[config.mk]
export PLATFORM = sky130hd
export DESIGN_NAME = spi_config_master
export DESIGN_NICKNAME = d
export VERILOG_FILES = /design/src/rtl/spi_config_master.sv
export SDC_FILE = /design/constraint.sdc
export NUM_CORES = 1
export LEC_CHECK = 0
export BUFFER_PORTS_ARGS = -buffer_cell sky130_fd_sc_hd__buf_4
export CAP_MARGIN = 30
export CORE_ASPECT_RATIO = 1.75
export CORE_UTILIZATION = 50
export DETAILED_ROUTE_END_ITERATION = 10
export PLACE_DENSITY = 0.81
export SLEW_MARGIN = 20
export SYNTH_ARGS = -nofsm -noshare
export SYNTH_HDL_FRONTEND = slang
export SYNTH_SLANG_ARGS = --single-unit
export TNS_END_PERCENT = 20
[constraint.sdc]
create_clock -name clk -period 1.8 [get_ports clk]
set_clock_uncertainty 0.15 [all_clocks]
set_input_delay 0.45 -clock clk [delete_from_list [all_inputs] [get_ports clk]]
set_output_delay 0.45 -clock clk [all_outputs]
set_load 0.01 [all_outputs]
[src/rtl/spi_config_master.sv]
// spi_config_master
//   SPI initiator (mode 0, MSB first) that sends one configuration frame per
//   active-low chip-select window. The frame is a 16-bit clock/scale config
//   word followed by the FIR coefficients. It is latched when the transfer
//   is accepted, so later changes on the frame input have no effect.
//
// Ports
//   clk     system clock
//   reset   synchronous, active-high reset
//   start   request a transfer; accepted only while busy is low
//   frame   frame data, bit FrameWidth-1 goes out first
//   busy    high from the cycle after accept until the done cycle
//   done    one-cycle pulse once the cs-high gap has elapsed
//   spiClk  SPI clock, idle low
//   mosi    serial data, 0 while cs is high
//   cs      chip select, active low
//
// state | meaning
// IDLE  | bus idle, waiting for start
// SETUP | cs low, first bit on mosi, waiting one half period
// SHIFT | toggling spiClk, one bit per period
// HOLD  | last bit done, cs held low for one half period
// GAP   | cs high, minimum gap before done
module spi_config_master #(
  parameter int FrameWidth = 124,
  parameter int ClkDivHalf = 4,
  parameter int GapCycles  = 8
) (
  input  logic                  clk,
  input  logic                  reset,
  input  logic                  start,
  input  logic [FrameWidth-1:0] frame,
  output logic                  busy,
  output logic                  done,
  output logic                  spiClk,
  output logic                  mosi,
  output logic                  cs
);

  // One divider serves the half-period and the gap, so size it for the larger.
  localparam int DivMax = (ClkDivHalf > GapCycles) ? ClkDivHalf : GapCycles;
  localparam int DivW   = (DivMax > 1) ? $clog2(DivMax) : 1;
  localparam int BitW   = (FrameWidth > 1) ? $clog2(FrameWidth) : 1;

  localparam logic [DivW-1:0] HalfLast = DivW'(ClkDivHalf - 1);
  localparam logic [DivW-1:0] GapLast  = DivW'(GapCycles - 1);
  localparam logic [BitW-1:0] BitLast  = BitW'(FrameWidth - 1);

  typedef enum logic [2:0] {
    IDLE,
    SETUP,
    SHIFT,
    HOLD,
    GAP
  } state_t;

  state_t                state_q;
  logic [FrameWidth-1:0] shift_q;
  logic [FrameWidth-1:0] shift_d;
  logic [DivW-1:0]       div_q;
  logic [BitW-1:0]       bit_q;
  logic                  cs_q;
  logic                  sclk_q;
  logic                  busy_q;
  logic                  done_q;

  // Zeros shift in behind the data, so after the last falling edge the MSB
  // (and therefore mosi) is 0 without a separate clear.
  assign shift_d = shift_q << 1;

  always_ff @(posedge clk) begin
    if (reset) begin
      state_q <= IDLE;
      shift_q <= '0;
      div_q   <= '0;
      bit_q   <= '0;
      cs_q    <= 1'b1;
      sclk_q  <= 1'b0;
      busy_q  <= 1'b0;
      done_q  <= 1'b0;
    end else begin
      done_q <= 1'b0;
      case (state_q)
        IDLE: begin
          if (start) begin
            state_q <= SETUP;
            shift_q <= frame;
            div_q   <= HalfLast;
            bit_q   <= '0;
            cs_q    <= 1'b0;
            busy_q  <= 1'b1;
          end
        end
        SETUP: begin
          if (div_q == '0) begin
            state_q <= SHIFT;
            sclk_q  <= 1'b1;
            div_q   <= HalfLast;
          end else begin
            div_q <= div_q - DivW'(1);
          end
        end
        SHIFT: begin
          if (div_q != '0) begin
            div_q <= div_q - DivW'(1);
          end else begin
            div_q <= HalfLast;
            if (!sclk_q) begin
              sclk_q <= 1'b1;
            end else begin
              // Falling edge: advance data on the same cycle.
              sclk_q  <= 1'b0;
              shift_q <= shift_d;
              if (bit_q == BitLast) begin
                state_q <= HOLD;
              end else begin
                bit_q <= bit_q + BitW'(1);
              end
            end
          end
        end
        HOLD: begin
          if (div_q == '0) begin
            state_q <= GAP;
            cs_q    <= 1'b1;
            div_q   <= GapLast;
          end else begin
            div_q <= div_q - DivW'(1);
          end
        end
        GAP: begin
          if (div_q == '0) begin
            state_q <= IDLE;
            busy_q  <= 1'b0;
            done_q  <= 1'b1;
          end else begin
            div_q <= div_q - DivW'(1);
          end
        end
        default: state_q <= IDLE;
      endcase
    end
  end

  assign busy   = busy_q;
  assign done   = done_q;
  assign spiClk = sclk_q;
  assign mosi   = shift_q[FrameWidth-1];
  assign cs     = cs_q;

endmodule

==> flow_summary_export.csv <==
group,metric,value,unit
run_status,status,"finished, violations left",
run_status,violations,"setup timing",
drt,vias,6409,
timing,finalSetupViolCount,119,
yosys,ys_warn_count,0,
drt,first_pass_iters,5,
yosys,synthTopCellsByCount,"255 x nand2_1, 141 x dfxtp_1, 130 x nor2_1",
drt,drtIter0Drc,254,
power,finalPower,10.1,mW
cells_and_area,fillCellCount,1021,
grt,grt_util_all_layers,23.8,%
yosys,syn-num-nets,939,
timing,fin_tns_setup,-12.83,ns
clock_network,clkTransAtPathRegs,0.06,ns
floorplanning,die-area,0.0145,mm^2
worst_setup_path,cp-start-kind,"flip-flop",
place,port_buffers,131,
cells_and_area,drive_above_1_share,38.5,%
clock_network,cts_buffers,17,
yosys,synthFlopType,"dfxtp_1",
grt,grt_pass1_vias,6079,
worst_setup_path,crit_path_end_kind,"flip-flop",
yosys,seq_area_frac_synth,40.3,%
yosys,synth_most_common_cell,"nand2_1",
timing,rsz0062_at_grt,"yes",
timing,clock.fmax,506,MHz
yosys,synth_top_area_share,40.3,%
clock_network,cts.sinks,141,
power,p_leak,3.83,nW
floorplanning,start_util,51.8,%
worst_setup_path,cp.required,1.97,ns
yosys,syn_area,0.00700,mm^2
clock_network,cts_root_buf,"clkbuf_16",
yosys,synth.area.top_cells,"dfxtp_1 40%, a311oi_2 21%, nand2_1 14%",
drt,drcViolationCount,0,
cells_and_area,area_delta_synth_final,35.9,%
floorplanning,fp.dieH,159,um
power,peakVddDrop,0.000609,V
worst_setup_path,crit_arrival,2.15,ns
drt,wl,17600,um
yosys,avgSynthCellArea,8.66,um^2
floorplanning,num_io_pins,132,
cells_and_area,nNetsFinal,1102,
drt,wl_per_cell,15.2,um
hold_path,min_path_type,"in -> reg",
place,gp_congestion,0.826,
timing,hold_viol,0,
drt,ant_nets,0,
timing,period_needed,1.98,ns
clock_network,htree_levels,4,
clock_network,cts_tree,"built",
cells_and_area,diodes,0,
grt,grt_overflow,0,
timing,setup_ws,-0.178,ns
job,drv_cap,0,
timing,fin_crit_sh,110,%
clock_network,clockBufferDepth,2,
yosys,synth_edf_count,0,
floorplanning,die_w,91.5,um
timing,worst_pin_slew,0.665,ns
yosys,async_flop_share,0,%
grt,grt_max_degree,74,
worst_setup_path,critPathKind,"reg -> reg",
timing,hold_slack,0.169,ns
yosys,synth-seq-cells,141,
floorplanning,core.rowCount,56,
timing,slew_headroom,55.7,%
floorplanning,core_area,0.0135,mm^2
drt,viasPerCell,5.54,
timing,drv_slew,0,
yosys,yosysTopAreaCell,"dfxtp_1",
yosys,synth_cell_type_count,45,
grt,antenna_found_initial,0,
yosys,synthCells,809,
clock_network,clock_latency,0.41,ns
grt,grt_pass1_wl,27800,um
worst_setup_path,cp_max_fo,11,
place,dp_hpwl,11400,um
power,power_density,1060,mW/mm^2
layout by cell type, fill, tap and decap left out, drive strengths merged, types with 3 or more instances in the layout:
master	instances
a21oi	4
a311oi	124
buf	216
bufinv	4
clkbuf	21
clkinv	5
dfxtp	141
ha	3
inv	5
nand2	255
nand2b	7
nand3	8
nor2	131
nor2b	4
nor3	4
nor3b	4
o21ai	5
or2	4
sequential cells by signal, summed over array words and instances (netlist names):
signal   cells
spiClk       1
div_q        3
busy         1
cs           1
shift_q    124
bit_q        7
state_q      3
done         1
metal layers:
| layer | part of all wire (%) | global-route usage [%] |
|---|---|---|
| met2 | 55 | 44.4 |
| met4 | 2.1 | 9.83 |
| met3 | 2.7 | 3.34 |
| met1 | 40 | 27.0 |
| met5 | 0 | 0 |
kinds of logic after synthesis:
| group | Yosys count | share of synthesized area [%] |
|---|---|---|
| simple gates | 428 | 24.8 |
| compound gates | 153 | 27.3 |
| flops | 141 | 40.3 |
| buf+inv | 80 | 6.48 |
| xor+xnor | 3 | 0.375 |
| fa+ha+maj | 3 | 0.536 |
| mux | 1 | 0.143 |
through the flow:
stage          std cells  util [%]  setup WS [ns]  cell area, um^2
2_1_floorplan        809         -        -0.0138             7010
3_3_place_gp        1111      62.9        -0.0868             8510
3_5_place_dp        1111      62.9         -0.193             8510
4_1_cts             1152      69.6         -0.147             9410
5_1_grt             1156      70.4         -0.271             9520
6_report            1156      70.4         -0.178             9520
worst max-delay path, stage by stage, from the launching register on:
cell	delay, ns
dfxtp_2	0.32
inv_2	0.07
ha_4	0.14
buf_6	0.11
nand4b_4	0.12
a21boi_4	0.23
buf_4	0.15
buf_12	0.15
clkbuf_16	0.17
nor2_1	0.06
a311oi_2	0.22
where the power goes:
part	internal, mW	switching [mW]
Clock	2.30	1.32
Combinational	1.34	1.33
Sequential	3.53	0.236
Total	7.17	2.88
area by class of cell:
type                    instances  area [um^2]  share of cell area, %
multi-input cells             588         3800                   39.9
repair buffers                219         2050                   21.6
inverters                       5         18.8                  0.197
clock inverters                11          171                   1.80
flip-flops and latches        141         2830                   29.7
well taps                     174          218                   2.29
clock buffers                  18          429                   4.51
worst paths after layout:
kind	from	end	slack [ns]	depth (start not counted)
hold reg to reg	shift_q[0]	shift_q[0]	0.33	2
hold / removal	frame[61]	shift_q[61]	0.17	3
setup reg to reg	div_q[1]	shift_q[101]	-0.18	10
setup / recovery	div_q[1]	shift_q[101]	-0.18	10
timing repair:
action / 4_1_cts / 5_1_grt
buffers inserted: 7 / 4
hold buffers: 0 / 0
gates resized for setup: 32 / 26
gates cloned: 5 / 3
endpoints found under the setup margin: 127 / 131
pin swaps: 23 / 42
No activity file was read; power rests on OpenSTA's default activity.
